[config.mk]
export PLATFORM = sky130hd
export DESIGN_NAME = lock_seq_ctrl
export DESIGN_NICKNAME = d
export VERILOG_FILES = /design/src/rtl/lock_seq_ctrl.sv
export SDC_FILE = /design/constraint.sdc
export NUM_CORES = 1
export LEC_CHECK = 0
export BUFFER_PORTS_ARGS = -buffer_cell sky130_fd_sc_hd__buf_2
export CAP_MARGIN = 20
export CORE_MARGIN = 4
export CORE_UTILIZATION = 55
export CTS_CLUSTER_DIAMETER = 120
export CTS_CLUSTER_SIZE = 28
export DETAILED_ROUTE_END_ITERATION = 6
export GPL_ROUTABILITY_DRIVEN = 0
export PLACE_DENSITY = 0.8
export SLEW_MARGIN = 20
export SYNTH_ARGS = -nofsm -noshare
export SYNTH_HDL_FRONTEND = slang
export SYNTH_SLANG_ARGS = --single-unit
[constraint.sdc]
create_clock -name clk_i -period 2.9 [get_ports clk_i]
set_input_delay 0.87 -clock clk_i [delete_from_list [all_inputs] [get_ports clk_i]]
set_output_delay 0.87 -clock clk_i [all_outputs]
set_load 0.05 [all_outputs]
[src/rtl/lock_seq_ctrl.sv]
`default_nettype none
// ============================================================================
// Module   : lock_seq_ctrl
// Brief    : Code-lock controller: key entry, pattern check, fail lockout,
//            reprogramming. Optional AUTO_RELOCK_EN adds an OPEN timeout.
// Revision : 1.0 - initial release
// ============================================================================
module lock_seq_ctrl #(
    parameter int SYM_W       = 3,
    parameter int PAT_LEN     = 5,
    parameter int MAX_FAIL    = 3,
    parameter int LOCK_CYCLES = 1000,
    parameter int OPEN_CYCLES = 500
) (
    input  logic                            clk_i,
    input  logic                            rst_i,
    input  logic                            key_vld_i,
    input  logic [SYM_W-1:0]                key_i,
    input  logic                            clr_i,
    input  logic                            lock_i,
    input  logic                            prog_i,
    output logic                            open_o,
    output logic                            alarm_o,
    output logic                            prog_o,
    output logic [$clog2(PAT_LEN+1)-1:0]    entered_o,
    output logic [$clog2(MAX_FAIL+1)-1:0]   fail_o
);

    localparam int EW  = $clog2(PAT_LEN + 1);
    localparam int FW  = $clog2(MAX_FAIL + 1);
    localparam int LCW = (LOCK_CYCLES > 1) ? $clog2(LOCK_CYCLES) : 1;

    // Elaboration-time range checks on the configuration.
    if (MAX_FAIL < 1) begin : g_bad_max_fail
        $error("lock_seq_ctrl: MAX_FAIL must be >= 1");
    end
    if (LOCK_CYCLES < 1) begin : g_bad_lock_cycles
        $error("lock_seq_ctrl: LOCK_CYCLES must be >= 1");
    end
    if (OPEN_CYCLES < 1) begin : g_bad_open_cycles
        $error("lock_seq_ctrl: OPEN_CYCLES must be >= 1");
    end

    typedef enum logic [2:0] {
        ST_LOCKED  = 3'd0,
        ST_CHECK   = 3'd1,
        ST_OPEN    = 3'd2,
        ST_PROGRAM = 3'd3,
        ST_LOCKOUT = 3'd4
    } state_t;

    state_t           state, state_nxt;
    logic [SYM_W-1:0] entry     [PAT_LEN];
    logic [SYM_W-1:0] entry_nxt [PAT_LEN];
    logic [SYM_W-1:0] entry_wr  [PAT_LEN];
    logic [SYM_W-1:0] pattern     [PAT_LEN];
    logic [SYM_W-1:0] pattern_nxt [PAT_LEN];
    logic [EW-1:0]    entered, entered_nxt, entered_inc;
    logic [FW-1:0]    fail_cnt, fail_nxt, fail_inc;
    logic [LCW-1:0]   lock_cnt, lock_cnt_nxt;
    logic             entry_full;
    logic             pattern_match;

`ifdef AUTO_RELOCK_EN
    localparam int OCW = (OPEN_CYCLES > 1) ? $clog2(OPEN_CYCLES) : 1;
    logic [OCW-1:0]   open_cnt, open_cnt_nxt;
`endif

    assign entered_inc = entered + EW'(1);
    assign entry_full  = (entered_inc == EW'(PAT_LEN));
    assign fail_inc    = (fail_cnt == FW'(MAX_FAIL)) ? fail_cnt : fail_cnt + FW'(1);

    // The entry buffer doubles as the program-mode shadow: LOCKED always
    // rewrites every slot before the next CHECK, so leftovers are harmless.
    always_comb begin
        entry_wr = entry;
        for (int i = 0; i < PAT_LEN; i++) begin
            if (entered == EW'(i)) begin
                entry_wr[i] = key_i;
            end
        end
    end

    always_comb begin
        pattern_match = 1'b1;
        for (int j = 0; j < PAT_LEN; j++) begin
            if (entry[j] != pattern[j]) begin
                pattern_match = 1'b0;
            end
        end
    end

    always_ff @(posedge clk_i or negedge rst_i) begin
        if (!rst_i) begin
            state    <= ST_LOCKED;
            entered  <= '0;
            fail_cnt <= '0;
            lock_cnt <= '0;
            for (int i = 0; i < PAT_LEN; i++) begin
                entry[i]   <= '0;
                pattern[i] <= '0;
            end
`ifdef AUTO_RELOCK_EN
            open_cnt <= '0;
`endif
        end else begin
            state    <= state_nxt;
            entered  <= entered_nxt;
            fail_cnt <= fail_nxt;
            lock_cnt <= lock_cnt_nxt;
            entry    <= entry_nxt;
            pattern  <= pattern_nxt;
`ifdef AUTO_RELOCK_EN
            open_cnt <= open_cnt_nxt;
`endif
        end
    end

    always_comb begin
        state_nxt    = state;
        entered_nxt  = entered;
        fail_nxt     = fail_cnt;
        lock_cnt_nxt = lock_cnt;
        entry_nxt    = entry;
        pattern_nxt  = pattern;
`ifdef AUTO_RELOCK_EN
        open_cnt_nxt = open_cnt;
`endif
        case (state)
            ST_LOCKED: begin
                if (clr_i) begin
                    entered_nxt = '0;
                end else if (key_vld_i) begin
                    entry_nxt   = entry_wr;
                    entered_nxt = entered_inc;
                    if (entry_full) begin
                        state_nxt = ST_CHECK;
                    end
                end
            end
            ST_CHECK: begin
                entered_nxt = '0;
                if (pattern_match) begin
                    state_nxt = ST_OPEN;
                    fail_nxt  = '0;
`ifdef AUTO_RELOCK_EN
                    open_cnt_nxt = OCW'(OPEN_CYCLES - 1);
`endif
                end else begin
                    fail_nxt = fail_inc;
                    if (fail_inc == FW'(MAX_FAIL)) begin
                        state_nxt    = ST_LOCKOUT;
                        lock_cnt_nxt = LCW'(LOCK_CYCLES - 1);
                    end else begin
                        state_nxt = ST_LOCKED;
                    end
                end
            end
            ST_OPEN: begin
                if (lock_i) begin
                    state_nxt = ST_LOCKED;
                end else if (prog_i) begin
                    state_nxt   = ST_PROGRAM;
                    entered_nxt = '0;
                end
`ifdef AUTO_RELOCK_EN
                else if (key_vld_i) begin
                    open_cnt_nxt = OCW'(OPEN_CYCLES - 1);
                end else if (open_cnt == '0) begin
                    state_nxt = ST_LOCKED;
                end else begin
                    open_cnt_nxt = open_cnt - OCW'(1);
                end
`endif
            end
            ST_PROGRAM: begin
                if (!prog_i) begin
                    state_nxt   = ST_OPEN;
                    entered_nxt = '0;
`ifdef AUTO_RELOCK_EN
                    open_cnt_nxt = OCW'(OPEN_CYCLES - 1);
`endif
                end else if (clr_i) begin
                    entered_nxt = '0;
                end else if (key_vld_i) begin
                    entry_nxt = entry_wr;
                    if (entry_full) begin
                        pattern_nxt = entry_wr;
                        state_nxt   = ST_OPEN;
                        entered_nxt = '0;
`ifdef AUTO_RELOCK_EN
                        open_cnt_nxt = OCW'(OPEN_CYCLES - 1);
`endif
                    end else begin
                        entered_nxt = entered_inc;
                    end
                end
            end
            ST_LOCKOUT: begin
                if (lock_cnt == '0) begin
                    state_nxt = ST_LOCKED;
                    fail_nxt  = '0;
                end else begin
                    lock_cnt_nxt = lock_cnt - LCW'(1);
                end
            end
            default: begin
                state_nxt   = ST_LOCKED;
                entered_nxt = '0;
            end
        endcase
    end

    assign open_o    = (state == ST_OPEN);
    assign alarm_o   = (state == ST_LOCKOUT);
    assign prog_o    = (state == ST_PROGRAM);
    assign entered_o = entered;
    assign fail_o    = fail_cnt;

endmodule
`default_nettype wire
### Word-level counts from Yosys, hierarchy flattened

Cells that the tools add are included.

* $add $sub $neg: 3
* eq/ne operators: 32
* multiplexer cells: 44
* bitwise logic cells: 2
* reduce and logical (&&, ||, !) cells: 11

Operators with widths (count)
* 2-to-1 mux 3 bit: 25
* 2-to-1 mux 15 bit: 3
* 2-to-1 mux 10 bit: 3
* one-hot mux 15 bit (2 select lines): 1
* one-hot mux 10 bit (2 select lines): 1
* inequality test 2 bit, second input constant: 9
* inequality test 3 bit: 5
* one-hot mux 3 bit (5 select lines): 1
* == test 3 x 2 -> 1 bit, second input constant: 4
* inequality test 3 bit, second input constant: 4
* one-hot mux 3 bit (4 select lines): 1
* zero test 10 bit: 1
* AND reduction 5 bit: 2
* subtractor 10 x 1 -> 10 bit, second input constant: 1
* == test 3 bit, second input constant: 3
* AND reduction 8 bit: 1
* == test 3 x 1 -> 1 bit, second input constant: 2
* zero test 3 bit: 2
* 2-to-1 mux 2 bit: 3
* 2-to-1 mux 1 bit: 5
* == test 2 bit, second input constant: 2
* inequality test 4 bit, second input constant: 1
* one-hot mux 2 bit (2 select lines): 1
* AND reduction 2 bit: 2
* 7 further kinds: 9

* register bits: 48
* input bits: 9
* output and inout bits: 8
* word-level logic and storage cells: 106

### Logic depth before layout (Yosys ltp)

Gate-level depths: netlist of run 1.

* word-level depth: 8
* gate-level depth with buffers: 7
* mapped depth without buffers: 7

### Worst setup path before layout of run 1

No wires, ideal clock.

* path type: register to output
* start point: register state[0]
* end point: output port open_o
* arrival time: 1.745 ns
* required time: 2.030 ns
* path slack: 0.285 ns
* cell stages (with the launch flop): 2
* path buffers: 0
* path through: dfrtp_1 nor3b_1

* longest elaborated chain between the ends: 1

RTL lines
* start, declared: line 52 `state_t state, state_nxt;`
* start signal, assigned: line 107 `state <= state_nxt;`
* == test 3 x 2 -> 1 bit: line 214 `assign open_o = (state == ST_OPEN);`
* end, declared: line 22 `output logic open_o,`

Every way passes these cells.

### Worst setup path in the final report of run 1

* start point: register state[1]
* end point: output port alarm_o

* longest elaborated chain between the ends: 1

RTL lines
* == test 3 bit: line 215 `assign alarm_o = (state == ST_LOCKOUT);`
* end, declared: line 23 `output logic alarm_o,`

Every way passes these cells.

==> results of run 1 <==
-- state kept, by name, indices dropped and copies added (netlist names) --
register   count
entered_o      3
entry         15
fail_o         2
lock_cnt      10
pattern       15
state          3
-- cell families after synthesis --
logic type               Yosys count
AO/OA/AOI/OAI                     47
XOR/XNOR                          15
adder cells (fa/ha/maj)            7
buffers and inverters             21
flip-flops                        48
multiplexers                      34
AND/OR/NAND/NOR                   79
-- how the worst max path moves through the flow --
stage,cells after the start,end,startpoint,slack [ps]
5_1_grt,3,alarm_o,state[1],90
4_1_cts,3,alarm_o,state[1],200
3_5_place_dp,3,alarm_o,state[1],540
2_1_floorplan,1,open_o,state[0],290
6_report,3,alarm_o,state[1],190
3_3_place_gp,3,alarm_o,state[1],570
-- per-layer routing --
layer | vias to the layer above | track usage (%) | part of all wire (%)
met2 | 42 | 28.9 | 45
met5 | - | 0 | 0
li1 | 928 | - | -
met1 | 940 | 27.0 | 48
met3 | 6 | 3.66 | 4.9
met4 | 0 | 7.25 | 1.2
-- per-stage QoR --
step           total power [mW]  hold WS [ps]
4_1_cts                    2.29           513
5_1_grt                    2.45           543
2_1_floorplan              1.68           469
6_report                   2.28           509
3_3_place_gp               1.85           482
3_5_place_dp               1.88           493
-- final cells by class --
class / instances / area, um^2 / share of cell area (%)
multi-input cells: 182 / 1300 / 46.3
flip-flops and latches: 48 / 1200 / 42.8
repair buffers: 19 / 103 / 3.65
clock buffers: 6 / 82.6 / 2.94
well taps: 52 / 65.1 / 2.32
inverters: 12 / 45.0 / 1.60
clock inverters: 2 / 10.0 / 0.357
-- synth_stat cells (3+ instances only) --
cell / n / share of area, %
inv_1: 11 / 1.6
xnor2_1: 3 / 1.0
nor3_1: 7 / 1.4
nand3_1: 5 / 0.97
a211oi_1: 4 / 1.2
o211ai_1: 4 / 1.2
mux2i_1: 18 / 7.0
mux2_2: 15 / 6.5
o31a_2: 3 / 1.2
ha_1: 7 / 3.4
nand2_1: 30 / 4.3
a21oi_1: 3 / 0.58
dfrtp_1: 48 / 46
clkbuf_1: 4 / 0.58
buf_1: 3 / 0.43
nor2_1: 14 / 2.0
o21ai_0: 19 / 3.7
nor2b_1: 4 / 0.97
xor2_1: 12 / 4.1
nor3b_1: 3 / 0.87
-- worst reg2reg max path, delay by kind of cell, from the launching register on --
| family | cells | cell delay (ps) |
|---|---|---|
| compound gates | 1 | 110 |
| fa+ha+maj | 2 | 520 |
| buf+inv | 1 | 240 |
| flops | 1 | 450 |
| simple gates | 3 | 810 |
-- power groups by stage --
stage	logic [mW]	registers (mW)	clock network (mW)
after floorplan	0.622	1.06	0
after global placement	0.850	1.00	0
after detailed placement	0.869	1.01	0
after CTS	0.875	1.00	0.418
after global routing	0.971	1.03	0.450
final	0.871	1.00	0.404
==> summary.md, run 1 <==
| Metric | Value |
|---|---|
| Routed vias/inst | 5.97 |
| Switching Fraction | 38.8% |
| Endpoint of the most critical register-to-register path | pattern[4] |
| Ys async rst share | 100% |
| Number of antenna violations at the first check in global routing | 0 |
| Peak clock frequency supported by timing | between 300 and 400 MHz |
| Final std cells w/o fill | 321 |
| Combinational family with the most area after synthesis | simple AND/OR/NAND/NOR gates |
| Area added between synthesis and finish | 8.41% |
| Clock Tree Buf Depth | 2 |
| Relative contribution of the clock network to total power | approximately 18% |
| Number of diodes added for antenna fixing | 0 |
| Unique cell type count in the Yosys netlist | 48 |
| Sequential share of the synthesized area | 46.4% |
| Power density relative to cell area | 811 mW/mm^2 |
| Core box area | around 0.0044 mm^2 |
| Max Slew Vio Count | 0 |
| Overall die height | roughly 77 um |
| Post-Synth XOR/XNOR Area | 5.07% |
| Total of warnings raised by yosys | 0 |
| MaxCap Viol Count | 0 |
| Final core utilization | 63.2% |
| Data required time of the critical path | 2030 ps |
| Crit-path leading delay family | simple AND/OR/NAND/NOR gates |
| Setup-violating endpoint count in the final report | 0 |
| Commonest non-fill, non-tap cell in the layout | dfrtp_1 |
| Accumulated negative setup slack | 0 ps |
| Worst-margin pin slew | 647 ps |
| Hold Crit Endpoint | pattern[10] |
| Placed cell areas | 0.00272 mm^2 |
| Detailed Route WL | around 5000 um |
| Max Clock Skew | 6.55 ps |
| Post-synthesis compound-gate area fraction | 12.8% |
| Residual DRC | 0 |
| Hold buffer count at cts | 0 |
| Relative slew margins | 56.9% |
| Post-Place Cells | 313 |
| Post-synth EDFFs | 0 |
| Inserted Clock Buffers | 5 |
| Gate count after technology mapping | ~250 |
| Max incr delay on CP | 540 ps |
| Postcts setup bufs | 0 |
| Internal cell power | 1.39 mW |
| Cell type of the slowest stage on the worst timing path | or3b_1 |
| CTS tree | built |
| Initial core utilization | 58.3% |
| Pin count of the biggest net entering global routing | 31 |
| FP Rows | 24 |
| Share of the cycle needed by the critical path after routing | 93.6% |
| Run status | finished, final reports clean |
| I/O pin count | 17 |
| Fraction of final layout cells with drive strength greater than 1 | 18.6% |
| Fraction of synthesized area in multiplexers | approximately 14% |
| Layout net count | 284 |
| Post-Synth Simple-Gate Area | 15.1% |
| Average wire length per cell after detail routing | 15.6 um |
| First-pass DRT Iterations | 4 |
| IR drop worst, VDD | 0.327 mV |
| #FFs+latches synth | 48 |
| Chip Width | 76.6 um |
| Later-pin clock latency in the skew report | 300 ps |
| Clock period minus worst slack | 2710 ps |
| Number of cells upsized or downsized after cts | 0 |
| Kind of critical path | flip-flop to output pin |
| RR Startpoint | entered_o[0] |
| Final WS setup | 186 ps |
| CTS clock-pin slew for the worst setup and hold paths | 90 ps |
| Critical Path Sink Type | output pin |
| Hold path startpoint | pattern[10] |
| Hold WC Path Type | flip-flop to flip-flop |
| Net count of the mapped netlist | around 270 |
| Number of buffer and inverter stages on the critical path | 2 |
| DP Worst Slack | 541 ps |
| Maximum fanout encountered on the critical timing path | 11 |
| Port bufs | 16 |
| Adder-Cell Fraction of Synth Area | 3.38% |
| Overall global routing resource usage | 19.1% |
| # clock sinks | 48 |
| Net switching power of the design | 883 uW |
| Kind of launch point of the worst setup path | flip-flop |
| Fillers | 368 |
| Top_reg_cell synth | dfrtp_1 |
| Most frequent cells in the layout | dfrtp_1 (48), nand2_1 (30), o21ai_0 (19), mux2i_1 (18), buf_2 (16) |
| Lkg Pwr | between 1 and 1.5 nW |
| Via count of the first global-routing pass | 1,887 |
| R2R Setup Slk | 650 ps |
| Cell Area, Synth | 0.00259 mm^2 |
| Power share of the sequential group | 44.0% |
| Number of H-tree branching levels | 2 |
| Share of total power in combinational logic | 38.2% |
| ANT nets after route | 0 |
| Mean area per synthesized cell | a little over 10 um^2 |
| Count of vias placed by the detailed router | 1,916 |
| Arrival time worst endpoint | 1840 ps |
| Cells on worst reg2reg path | 7 |
| Root Buffer Master | clkbuf_8 |
| Hold Violations, Final | 0 |
| Detailed Route Iter0 Violations | 104 |
| Hold path depth | 2 |
| Post-route design area | about 0.0028 mm^2 |
| First-pass GRT wire length | about 9000 um |
| Grt ovf | 0 |
| Die area | 0.00587 mm^2 |
| CP Cell Sequence | or3b_1 -> inv_2 -> buf_2 |
| HPWL after detailed placement | 3600 um |
| Setup repair after global routing missed its margin | false |
Note: power is estimated with default switching activity, not from simulation.
==> inputs of run 2 (changes only) <==
clock period = 3.2 ns   (was 2.9 ns; I/O delays follow)
==> run 2 against run 1 <==
Wire length is 1.1% higher. Critical path type unchanged. Critical endpoint unchanged. Final cell count unchanged. Setup slack better by 250 ps. Register-to-register slack better by 300 ps. First-iteration DRC count increased by 6.7%.
==> summary.md, run 2 (synthesis results as in run 1) <==
| Metric | Value |
|---|---|
| Layout net count | 284 (unchanged) |
| FF+latch area | 0.00120 mm^2 (unchanged) |
| First-pass DRT Iterations | 4 (unchanged) |
| Relative slew margins | 56.9% (about the same) |
| Via count of the first global-routing pass | 1,814 (was 1,887) |
| Pin count of the biggest net entering global routing | 31 (unchanged) |
| Root Buffer Master | clkbuf_8 (unchanged) |
| Average wire length per cell after detail routing | 15.8 um (was 15.6 um) |
| Grt ovf | 0 (unchanged) |
| Later-pin clock latency in the skew report | 290 ps (was 300 ps) |
| Detailed Route Iter0 Violations | 111 (was 104) |
| Clock period minus worst slack | roughly 2800 ps |
| I/O pin count | 17 (unchanged) |
| FP Rows | 24 (unchanged) |
| Commonest non-fill, non-tap cell in the layout | dfrtp_1 (unchanged) |
| Power density relative to cell area | 764 mW/mm^2 (was 811 mW/mm^2) |
| Number of diodes added for antenna fixing | 0 (unchanged) |
| CP Cell Sequence | or3b_1 -> inv_2 -> buf_2 (unchanged) |
| Hold WC Path Type | flip-flop to flip-flop (unchanged) |
| Detailed Route WL | 5060 um (was 5000 um) |
| Data required time of the critical path | 2240 ps (was 2030 ps) |
| Count of vias placed by the detailed router | 1,912 (was 1,916) |
| Residual DRC | 0 (unchanged) |
| Number of buffer and inverter stages on the critical path | 2 (unchanged) |
| Run status | finished, final reports clean (unchanged) |
| Crit-path leading delay family | simple AND/OR/NAND/NOR gates (unchanged) |
| Kind of launch point of the worst setup path | flip-flop (unchanged) |
| Hold buffer count at cts | 0 (unchanged) |
| Total area of multi-input combinational cells | 0.00130 mm^2 (unchanged) |
| Regs by FF count | entry (15), pattern (15), lock_cnt (10) (unchanged) |
| Maximum fanout encountered on the critical timing path | 11 (unchanged) |
| Worst-margin pin slew | 646 ps (was 647 ps) |
| Setup repair after global routing missed its margin | false (unchanged) |
| Initial core utilization | 58.3% (unchanged) |
| Area added between synthesis and finish | 9.71% (was 8.41%) |
| Setup-violating endpoint count in the final report | 0 (unchanged) |
| Die area | 0.00587 mm^2 (unchanged) |
| Overall die height | 76.6 um (unchanged) |
| MaxCap Viol Count | 0 (unchanged) |
| Critical Path Sink Type | output pin (unchanged) |
| Number of H-tree branching levels | 2 (unchanged) |
| Peak clock frequency supported by timing | 362 MHz |
| Chip Width | 76.6 um (unchanged) |
| ANT nets after route | 0 (unchanged) |
| Clock Tree Buf Depth | 2 (unchanged) |
| Max Slew Vio Count | 0 (unchanged) |
| Share of the cycle needed by the critical path after routing | 86.3% |
| Fillers | 367 (was 368) |
| Final core utilization | 63.9% (was 63.2%) |
| Accumulated negative setup slack | 0 ps (unchanged) |
| Inserted Clock Buffers | 5 (unchanged) |
| HPWL after detailed placement | 3680 um (was 3600 um) |
| Postcts setup bufs | 0 (unchanged) |
| CTS clock-pin slew for the worst setup and hold paths | 80 ps (was 90 ps) |
| First-pass GRT wire length | 8810 um (was 9030 um) |
| Number of cells upsized or downsized after cts | 0 (unchanged) |
| Max Clock Skew | 2.02 ps (was 6.55 ps) |
| Kind of critical path | flip-flop to output pin (unchanged) |
| Max incr delay on CP | 530 ps (was 540 ps) |
| Fraction of final layout cells with drive strength greater than 1 | 18.6% (unchanged) |
| Arrival time worst endpoint | 1800 ps (was 1840 ps) |
| GR met2 Demand/Resource | 27.9% (was 28.9%) |
| Hold Violations, Final | 0 (unchanged) |
| Power after layout | 2.17 mW (was 2.28 mW) |
| Fraction of met3 tracks used by global routing | 4.37% (was 3.66%) |
| Most frequent cells in the layout | dfrtp_1 (48), nand2_1 (30), o21ai_0 (19), mux2i_1 (18), buf_2 (16) (unchanged) |
| Global-route layer with the greatest usage | met2 (unchanged) |
| Routed vias/inst | 5.96 (was 5.97) |
| CTS tree | built (unchanged) |
| Number of antenna violations at the first check in global routing | 0 (unchanged) |
| IR drop worst, VDD | 0.422 mV (was 0.327 mV) |
| Port bufs | 16 (unchanged) |
| Overall global routing resource usage | 18.7% (was 19.1%) |
| Core box area | 0.00444 mm^2 (unchanged) |
| # clock sinks | 48 (unchanged) |
| Met1 track demand over resource in global routing | 27.1% (was 27.0%) |
| Cell type of the slowest stage on the worst timing path | or3b_1 (unchanged) |
| Lkg Pwr | 1.35 nW (was 1.33 nW) |
[run 2: report_power, final]
group	internal (mW)	switching (mW)
combinational	0.340	0.457
sequential	0.753	0.156
clock	0.276	0.191
total	1.37	0.804
[run 2: layout make-up]
type	instances	area share [%]
Multi-Input combinational cell	182	45.8
Sequential cell	48	42.3
Timing Repair Buffer	19	3.61
Clock buffer	7	3.39
Tap cell	52	2.29
Inverter	12	1.59
Clock inverter	1	1.06
[run 2: final timing paths]
kind | from | to | slack, ps | cells past startpoint
worst max-delay path | state[1] | alarm_o | 440 | 3
worst min-delay path | pattern[8] | pattern[8] | 510 | 2
worst max register to register | entered_o[0] | pattern[12] | 950 | 7
worst min register to register | pattern[8] | pattern[8] | 510 | 2
max in group asynchronous | rst_i | entry[5] | 1900 | 2
min in group asynchronous | rst_i | fail_o[0] | 670 | 1
[run 2: through the flow]
stage                     cells  hold slack [ps]  instance area (um^2)  worst slack, ps
after floorplan             251              469                  2590              495
after global placement      313              483                  2720              783
after detailed placement    313              490                  2720              771
after CTS                   321              514                  2840              437
after global routing        321              541                  2840              341
final                       321              510                  2840              437
[run 2: tightest hold or removal path, stage by stage, from the launching register on]
cell and delay, ps:
dfrtp_1 370, nand2_1 50, o21ai_0 60
[run 2: metal layers]
| layer | up-vias | share of wire (%) |
|---|---|---|
| li1 | 925 | - |
| met1 | 941 | 49 |
| met2 | 38 | 45 |
| met3 | 8 | 4.3 |
| met4 | 0 | 1.4 |
| met5 | - | 0 |
